===== config.mk =====
export PLATFORM = sky130hd
export DESIGN_NAME = data_bus_arbiter_flat
export DESIGN_NICKNAME = d
export VERILOG_FILES = /design/src/rtl/data_bus_arbiter_pkg.sv /design/src/rtl/data_bus_arbiter_if.sv /design/src/rtl/data_bus_arbiter_rr_pick2.sv /design/src/rtl/data_bus_arbiter.sv /design/src/flat_wrapper.sv
export SDC_FILE = /design/constraint.sdc
export NUM_CORES = 1
export LEC_CHECK = 0
export BUFFER_PORTS_ARGS = -buffer_cell sky130_fd_sc_hd__buf_2
export CORE_ASPECT_RATIO = 0.5
export CORE_MARGIN = 3
export CORE_UTILIZATION = 34
export CTS_CLUSTER_SIZE = 10
export DETAILED_ROUTE_END_ITERATION = 6
export PLACE_DENSITY = 0.84
export SLEW_MARGIN = 25
export SYNTH_ARGS = -nofsm -noshare
export SYNTH_HDL_FRONTEND = slang
export SYNTH_SLANG_ARGS = --single-unit

===== constraint.sdc =====
create_clock -name clk -period 1.8 [get_ports clk]
set_clock_uncertainty 0.15 [all_clocks]
set_input_delay 0.09 -clock clk [delete_from_list [all_inputs] [get_ports clk]]
set_output_delay 0.09 -clock clk [all_outputs]
set_load 0.1 [all_outputs]

===== src/rtl/data_bus_arbiter_pkg.sv =====
// Shared types and constants for the two-master data bus arbiter.
package dbus_pkg;

   typedef enum logic {IDLE, WAIT_RD} dbus_state_t;

   typedef logic mst_idx_t;

   localparam int DBUS_DATA_WIDTH = 32;

   // Data returned to the owner when a read is terminated by the watchdog
   localparam logic [DBUS_DATA_WIDTH-1:0] TIMEOUT_DATA = DBUS_DATA_WIDTH'(32'hDEAD_BEEF);

   // The master that was not just served becomes the favoured one
   function automatic mst_idx_t other_mst(input mst_idx_t m);
      return ~m;
   endfunction

endpackage


===== src/rtl/data_bus_arbiter_if.sv =====
// Bundle of both master ports plus the RAM port of the data bus arbiter.
// slave = arbiter side, master = requesters and RAM side.
interface data_bus_arbiter_if #(
   parameter int ADDR_WIDTH = 32,
   parameter int DATA_WIDTH = 32
);
   logic                  m0_req;
   logic                  m0_we;
   logic [ADDR_WIDTH-1:0] m0_addr;
   logic [DATA_WIDTH-1:0] m0_wdata;
   logic                  m0_gnt;
   logic [DATA_WIDTH-1:0] m0_rdata;
   logic                  m0_rvalid;
   logic                  m0_err;

   logic                  m1_req;
   logic                  m1_we;
   logic [ADDR_WIDTH-1:0] m1_addr;
   logic [DATA_WIDTH-1:0] m1_wdata;
   logic                  m1_gnt;
   logic [DATA_WIDTH-1:0] m1_rdata;
   logic                  m1_rvalid;
   logic                  m1_err;

   logic [ADDR_WIDTH-1:0] mem_addr;
   logic                  mem_we;
   logic [DATA_WIDTH-1:0] mem_wdata;
   logic [DATA_WIDTH-1:0] mem_rdata;
   logic                  mem_rvalid;

   modport slave (
      input  m0_req, m0_we, m0_addr, m0_wdata,
      input  m1_req, m1_we, m1_addr, m1_wdata,
      input  mem_rdata, mem_rvalid,
      output m0_gnt, m0_rdata, m0_rvalid, m0_err,
      output m1_gnt, m1_rdata, m1_rvalid, m1_err,
      output mem_addr, mem_we, mem_wdata
   );

   modport master (
      output m0_req, m0_we, m0_addr, m0_wdata,
      output m1_req, m1_we, m1_addr, m1_wdata,
      output mem_rdata, mem_rvalid,
      input  m0_gnt, m0_rdata, m0_rvalid, m0_err,
      input  m1_gnt, m1_rdata, m1_rvalid, m1_err,
      input  mem_addr, mem_we, mem_wdata
   );
endinterface


===== src/rtl/data_bus_arbiter_rr_pick2.sv =====
// Combinational two-input round-robin selector.
module rr_pick2
   import dbus_pkg::*;
(
   input  logic [1:0] req,
   input  mst_idx_t   prio,
   output logic       valid,
   output mst_idx_t   sel
);

   // A lone requester wins outright; on a tie the favoured master wins
   always_comb begin
      valid = |req;
      sel   = (req == 2'b11) ? prio : req[1];
   end

endmodule


===== src/rtl/data_bus_arbiter.sv =====
// Two-master arbiter in front of the single-port data RAM. Writes complete
// in the grant cycle; reads park the FSM in WAIT_RD until the RAM returns
// valid data or the watchdog forces a completion with TIMEOUT_DATA.
module data_bus_arbiter
   import dbus_pkg::*;
#(
   parameter int ADDR_WIDTH = 32,
   parameter int DATA_WIDTH = 32,
   parameter int TIMEOUT    = 15
) (
   input  logic              clk,
   input  logic              reset,
   data_bus_arbiter_if.slave bus
);

   localparam logic [7:0] WD_LIMIT = 8'(TIMEOUT);

   dbus_state_t           state_q;
   mst_idx_t              prio_q;
   mst_idx_t              owner_q;
   logic [ADDR_WIDTH-1:0] addr_q;
   logic [7:0]            wd_cnt_q;

   logic                  pick_vld;
   mst_idx_t              pick_sel;
   logic                  sel_we;
   logic [ADDR_WIDTH-1:0] sel_addr;
   logic [DATA_WIDTH-1:0] sel_wdata;
   logic                  rd_timeout;
   logic                  rd_done;
   logic [DATA_WIDTH-1:0] rd_data;

   rr_pick2 u_pick (
      .req   ({bus.m1_req, bus.m0_req}),
      .prio  (prio_q),
      .valid (pick_vld),
      .sel   (pick_sel)
   );

   // Command of the selected master, and read completion conditions
   always_comb begin
      sel_we     = pick_sel ? bus.m1_we    : bus.m0_we;
      sel_addr   = pick_sel ? bus.m1_addr  : bus.m0_addr;
      sel_wdata  = pick_sel ? bus.m1_wdata : bus.m0_wdata;
      // Real data wins over the watchdog when both land in the same cycle
      rd_timeout = (state_q == WAIT_RD) && !bus.mem_rvalid && (wd_cnt_q == WD_LIMIT);
      rd_done    = (state_q == WAIT_RD) && (bus.mem_rvalid || rd_timeout);
      rd_data    = rd_timeout ? DATA_WIDTH'(TIMEOUT_DATA) : bus.mem_rdata;
   end

   // Grant, RAM command and read return routing; all quiet while in reset
   always_comb begin
      bus.m0_gnt    = 1'b0;
      bus.m1_gnt    = 1'b0;
      bus.m0_rvalid = 1'b0;
      bus.m1_rvalid = 1'b0;
      bus.m0_err    = 1'b0;
      bus.m1_err    = 1'b0;
      bus.m0_rdata  = '0;
      bus.m1_rdata  = '0;
      bus.mem_addr  = '0;
      bus.mem_we    = 1'b0;
      bus.mem_wdata = '0;
      if (!reset) begin
         if (state_q == IDLE) begin
            if (pick_vld) begin
               bus.m0_gnt    = !pick_sel;
               bus.m1_gnt    = pick_sel;
               bus.mem_addr  = sel_addr;
               bus.mem_we    = sel_we;
               bus.mem_wdata = sel_wdata;
            end
         end else begin
            bus.mem_addr = addr_q;
            if (rd_done) begin
               if (owner_q) begin
                  bus.m1_rvalid = 1'b1;
                  bus.m1_err    = rd_timeout;
                  bus.m1_rdata  = rd_data;
               end else begin
                  bus.m0_rvalid = 1'b1;
                  bus.m0_err    = rd_timeout;
                  bus.m0_rdata  = rd_data;
               end
            end
         end
      end
   end

   // FSM, fairness pointer, outstanding-read tracking and watchdog
   always_ff @(posedge clk) begin
      if (reset) begin
         state_q  <= IDLE;
         prio_q   <= 1'b0;
         owner_q  <= 1'b0;
         addr_q   <= '0;
         wd_cnt_q <= '0;
      end else begin
         case (state_q)
            IDLE: begin
               if (pick_vld) begin
                  prio_q <= other_mst(pick_sel);
                  if (!sel_we) begin
                     state_q  <= WAIT_RD;
                     owner_q  <= pick_sel;
                     addr_q   <= sel_addr;
                     wd_cnt_q <= '0;
                  end
               end
            end
            WAIT_RD: begin
               wd_cnt_q <= wd_cnt_q + 8'd1;
               if (rd_done) state_q <= IDLE;
            end
         endcase
      end
   end

endmodule


===== src/flat_wrapper.sv =====
// flat-port wrapper written by rule: the top's interface ports become plain ports
module data_bus_arbiter_flat import dbus_pkg::*;
#(
   parameter int ADDR_WIDTH = 32,
   parameter int DATA_WIDTH = 32,
   parameter int TIMEOUT    = 15
)
  (clk, reset, bus_m0_req, bus_m0_we, bus_m0_addr, bus_m0_wdata, bus_m1_req, bus_m1_we, bus_m1_addr, bus_m1_wdata, bus_mem_rdata, bus_mem_rvalid, bus_m0_gnt, bus_m0_rdata, bus_m0_rvalid, bus_m0_err, bus_m1_gnt, bus_m1_rdata, bus_m1_rvalid, bus_m1_err, bus_mem_addr, bus_mem_we, bus_mem_wdata);
  data_bus_arbiter_if #(.ADDR_WIDTH(ADDR_WIDTH), .DATA_WIDTH(DATA_WIDTH)) bus_i ();
  input  logic clk;
  input  logic reset;
  input wire logic [$bits(bus_i.m0_req)-1:0] bus_m0_req;
  input wire logic [$bits(bus_i.m0_we)-1:0] bus_m0_we;
  input wire logic [$bits(bus_i.m0_addr)-1:0] bus_m0_addr;
  input wire logic [$bits(bus_i.m0_wdata)-1:0] bus_m0_wdata;
  input wire logic [$bits(bus_i.m1_req)-1:0] bus_m1_req;
  input wire logic [$bits(bus_i.m1_we)-1:0] bus_m1_we;
  input wire logic [$bits(bus_i.m1_addr)-1:0] bus_m1_addr;
  input wire logic [$bits(bus_i.m1_wdata)-1:0] bus_m1_wdata;
  input wire logic [$bits(bus_i.mem_rdata)-1:0] bus_mem_rdata;
  input wire logic [$bits(bus_i.mem_rvalid)-1:0] bus_mem_rvalid;
  output wire logic [$bits(bus_i.m0_gnt)-1:0] bus_m0_gnt;
  output wire logic [$bits(bus_i.m0_rdata)-1:0] bus_m0_rdata;
  output wire logic [$bits(bus_i.m0_rvalid)-1:0] bus_m0_rvalid;
  output wire logic [$bits(bus_i.m0_err)-1:0] bus_m0_err;
  output wire logic [$bits(bus_i.m1_gnt)-1:0] bus_m1_gnt;
  output wire logic [$bits(bus_i.m1_rdata)-1:0] bus_m1_rdata;
  output wire logic [$bits(bus_i.m1_rvalid)-1:0] bus_m1_rvalid;
  output wire logic [$bits(bus_i.m1_err)-1:0] bus_m1_err;
  output wire logic [$bits(bus_i.mem_addr)-1:0] bus_mem_addr;
  output wire logic [$bits(bus_i.mem_we)-1:0] bus_mem_we;
  output wire logic [$bits(bus_i.mem_wdata)-1:0] bus_mem_wdata;
  assign bus_i.m0_req = bus_m0_req;
  assign bus_i.m0_we = bus_m0_we;
  assign bus_i.m0_addr = bus_m0_addr;
  assign bus_i.m0_wdata = bus_m0_wdata;
  assign bus_i.m1_req = bus_m1_req;
  assign bus_i.m1_we = bus_m1_we;
  assign bus_i.m1_addr = bus_m1_addr;
  assign bus_i.m1_wdata = bus_m1_wdata;
  assign bus_i.mem_rdata = bus_mem_rdata;
  assign bus_i.mem_rvalid = bus_mem_rvalid;
  assign bus_m0_gnt = bus_i.m0_gnt;
  assign bus_m0_rdata = bus_i.m0_rdata;
  assign bus_m0_rvalid = bus_i.m0_rvalid;
  assign bus_m0_err = bus_i.m0_err;
  assign bus_m1_gnt = bus_i.m1_gnt;
  assign bus_m1_rdata = bus_i.m1_rdata;
  assign bus_m1_rvalid = bus_i.m1_rvalid;
  assign bus_m1_err = bus_i.m1_err;
  assign bus_mem_addr = bus_i.mem_addr;
  assign bus_mem_we = bus_i.mem_we;
  assign bus_mem_wdata = bus_i.mem_wdata;
  data_bus_arbiter #(.ADDR_WIDTH(ADDR_WIDTH), .DATA_WIDTH(DATA_WIDTH), .TIMEOUT(TIMEOUT)) u_core (.clk(clk), .reset(reset), .bus(bus_i));
endmodule

==> out/metrics.yaml, run 1 <==
logic_synthesis:
  synth_most_common_cell: "nand2_1"
  yosysTopAreaCellShare: 0.2600
  synthFlopType: "dfxtp_1"
  ys_top_cells_by_area: "dfxtp_1, mux2i_1, a22o_1"
  synthTopCellsByCount: "nand2_1, a21oi_1, dfxtp_1"
  synth_enable_flop_cells: 0
  synth_fp_nets: 609
  ys_warn_count: 0
  yosys.cell_types.count: 38
  ys_seq_area_frac: 0.2600
  syn_area_um2: 3311
  avgSynthCellArea_um2: 7.507
  ys_ff_latch: 43
  synth_top_cell_by_area: "dfxtp_1"
  synth_cells: 441
  async_reset_ff_frac: 0
clock_tree:
  root_buffer: "clkbuf_16"
  htree_levels: 2
  clockBufferDepth: 2
  ctsResizeCount: 106
  clkSinkCount: 43
  cts_hold_buf: 1
  cts_buffers: 5
  cts_setup_buffers: 24
placed_design:
  dp_hpwl_um: 16880
  placed_area_um2: 8501
  portBuffers: 301
  dp_slack_ns: -0.2496
  place_congestion: 0.8255
floorplan:
  std_cell_rows: 24
  fp.dieW_um: 145.6
  ios: 302
  die_h_um: 75.78
  initial_core_util: 0.3651
run_status:
  lastStage: "4_1_cts"
  tool.error: "[ERROR DPL-0038] Utilization greater than 100%, impossible to legalize"
  status: "did not finish"
per-stage QoR:
stage / cells / utilization
after floorplan: 441 / -
after global placement: 874 / 0.9374
after detailed placement: 874 / 0.9374
kinds of logic after synthesis:
kind of cell               Yosys count  share of synthesized area
AOI/OAI and AO/OA                  162                     0.3163
and+or+nand+nor                    156                     0.2536
buffers and inverters               47                    0.06954
DFF                                 43                     0.2600
muxes                               32                    0.09675
adders and majority gates            1                   0.003779
==> run 2: changes to the inputs <==
CORE_AREA = 3 3 116 118   (was default)
CORE_ASPECT_RATIO = default   (was 0.5)
CORE_MARGIN = default   (was 3)
CORE_UTILIZATION = default   (was 34)
CTS_CLUSTER_SIZE = default   (was 10)
DIE_AREA = 0 0 119 121   (was default)
PLACE_DENSITY = default   (was 0.84)
PLACE_DENSITY_LB_ADDON = 0.15   (was default)
clock period = 2.3 ns   (was 1.8 ns; I/O delays follow)
==> run 2 against run 1 <==
Synthesized cell count stayed put. Synthesized area is the same. The flow now finishes, with violations (setup timing).
==> out/metrics.yaml, run 2 <==
logic_synthesis:
  ys_seq_area_frac: 0.2600  # unchanged
  synth_most_common_cell: "nand2_1"
  synth_top_cell_by_area: "dfxtp_1"
  synth_fp_nets: 609  # unchanged
  synthTopCellsByCount: "nand2_1, a21oi_1, dfxtp_1"
  ys_ff_latch: 43  # unchanged
  yosysTopAreaCellShare: 0.2600  # unchanged
  ys_warn_count: 0  # unchanged
  synth_cells: 441  # unchanged
  synth_enable_flop_cells: 0  # unchanged
  syn_area_um2: 3311  # unchanged
  avgSynthCellArea_um2: 7.507  # unchanged
  synthFlopType: "dfxtp_1"
  ys_top_cells_by_area: "dfxtp_1, mux2i_1, a22o_1"
  yosys.cell_types.count: 38  # unchanged
  async_reset_ff_frac: 0  # unchanged
placed_design:
  place_congestion: 0.8324  # +0.84%
  portBuffers: 301  # unchanged
  dp_hpwl_um: 13110  # -22%
  dp.cells: 890  # +1.8%
detailed_routing:
  routed_wirelength_um: 16080
  drt_iter0_drc: 246
  wire_per_inst_um: 17.75
  ant_nets: 0
  vias_per_cell: 4.990
  drc: 0
  vias: 4521
  dr.pass1.iters: 4
floorplan:
  die_h_um: 121  # +60%
  core_area_um2: 12570
  initial_core_util: 0.2634  # -0.1017
  die_area_um2: 14400
  ios: 302  # unchanged
  fp.dieW_um: 119  # -18%
  std_cell_rows: 41  # +71%
critical_path:
  cp_slowest_cell: "or4_1"
  r2r_start: "u_core.wd_cnt_q[7]"
  path_buf_inv: 2
  required_ns: 2.04
  cp-startpoint: "u_core.wd_cnt_q[7]"
  critical_path.most_common_cell: "buf_12"
  cp-end-kind: "primary output"
  worstPathCellList: "or4_1 > or3_4 > buf_12 > a21oi_4 > buf_12"
  reg2reg_depth: 5
  cp_slowest_stage_delay_ns: 0.52
  rr_endpoint: "u_core.state_q"
  crit_family: "simple AND/OR/NAND/NOR gates"
  cp.arrival_ns: 2.17
  rrSetupSlack_ns: 0.39
  critPathKind: "reg2out"
  cp-start-kind: "register"
  worstPathMaxFanout: 34
sta:
  fin_crit_ns: 2.433
  fin_crit_sh: 1.058
  max_slew_margin: 0.4900
  finalSetupViolCount: 43
  maxSlewViolCount: 0
  finalHoldViolCount: 0
  max_freq_mhz: 411.0
  rsz0062_at_grt: "true"
  worst_pin_slew_ns: 0.7649
  setup_tns_ns: -4.769
  setup_slack_ns: -0.1332
final_layout:
  layout.cells.most_common: "buf_2"
  largest_reg_flops: 32
  multi_input_area_um2: 2948
  regArea_um2: 863.3
  final_nets: 899
  reg_top3: "u_core.addr_q x32, u_core.wd_cnt_q x8"
  syn2layout_area_growth_pct: 142.0
  mostFrequentLayoutCells: "buf_2, buf_12, nand2_1"
  nFillCells: 992
  drive_above_1_share: 0.5997
  top_register: "u_core.addr_q"
  final_cells: 906
hold_path:
  holdCritStartpoint: "bus_m1_addr[9]"
  worstHoldEndpoint: "u_core.addr_q[9]"
  hold_path.class: "in2reg"
  hold_depth: 3
grt:
  grt_max_degree: 38
  track_usage: 0.2121
  grt_remaining_overflow: 0
  first_global_vias: 4545
  grt_pass1_wl_um: 24730
  antenna_found_initial: 4
clock_tree:
  htree_levels: 2  # unchanged
  clk_latency_ns: 0.28
  clockBufferDepth: 2  # unchanged
  cts_tree: "yes"
  clkSinkCount: 43  # unchanged
  root_buffer: "clkbuf_16"
  path_clk_slew_ns: 0.06
  cts_buffers: 5  # unchanged
power:
  p_leak_nw: 3.264
  p_per_area_nw_per_um2: 451.4
  worst_ir_drop_vdd_mv: 0.3113
run_status:
  status: "finished, violations left"
  violations: "setup timing"
run:
  maxCapViolCount: 0
[run 2: power by group]
part	internal (W)	leakage (nW)	switching, W	total (W)
clock	0.000540	0.0869	0.000279	0.000819
combinational	0.000698	2.82	0.00126	0.00195
sequential	0.000807	0.353	0.0000350	0.000842
[run 2: metrics by stage]
stage,util,power [W],cell area [um^2],worst slack (ns),hold slack (ns)
floorplan,-,0.002054,4011,-0.4265,0.07928
global route,0.6373,0.003753,8010,-0.1820,0.05075
detailed placement,0.6164,0.002813,7747,0.1601,0.2070
CTS,0.6359,0.003637,7993,-0.1459,0.03893
finish,0.6373,0.003616,8010,-0.1332,0.03982
global placement,0.6164,0.002792,7747,0.1920,0.2066
[run 2: metal layers]
layer  vias to the layer above  track usage  wire length [um]
met1                      2111       0.2691              6461
met4                         4      0.04924               289
met5                         -            0                21
met2                       166       0.3621              8220
li1                       2220            -                 -
met3                        20      0.05361              1084
[run 2: worst max path at each step]
stage / end / slack [ns] / depth (start not counted)
2_1_floorplan: bus_mem_addr[10] / -0.43 / 5
3_3_place_gp: bus_m1_rdata[30] / 0.19 / 5
3_5_place_dp: bus_m0_rdata[30] / 0.16 / 5
4_1_cts: bus_m0_rdata[30] / -0.15 / 5
5_1_grt: bus_m1_rdata[30] / -0.18 / 5
6_report: bus_m1_rdata[25] / -0.13 / 5
[run 2: repair_timing]
item	in CTS	in global routing
cloned	2	0
hold buffers	1	0
setup buffers	2	1
setup endpoints to repair	55	76
endpoints found under the hold margin	1	0
pin swaps	1	0
gates resized for setup	3	5
[run 2: cells by family after synthesis]
| group | share of synthesized area |
|---|---|
| flops | 0.2600 |
| mux | 0.09675 |
| fa+ha+maj | 0.003779 |
| compound gates | 0.3163 |
| simple gates | 0.2536 |
| buf+inv | 0.06954 |
[run 2: worst min-delay path, cell delays in order]
cell,delay [ns]
buf_2,0.07
mux2i_1,0.08
o211ai_1,0.17
[run 2: cell type report]
class                   count  area share
clock buffers               6     0.01734
clock inverters             2    0.004374
multi-input cells         352      0.3680
flip-flops and latches     43      0.1078
well taps                 172     0.02687
repair buffers            326      0.4736
inverters                   3    0.001406
diodes                      2   0.0006248
Power figures use the tool's default switching activity.
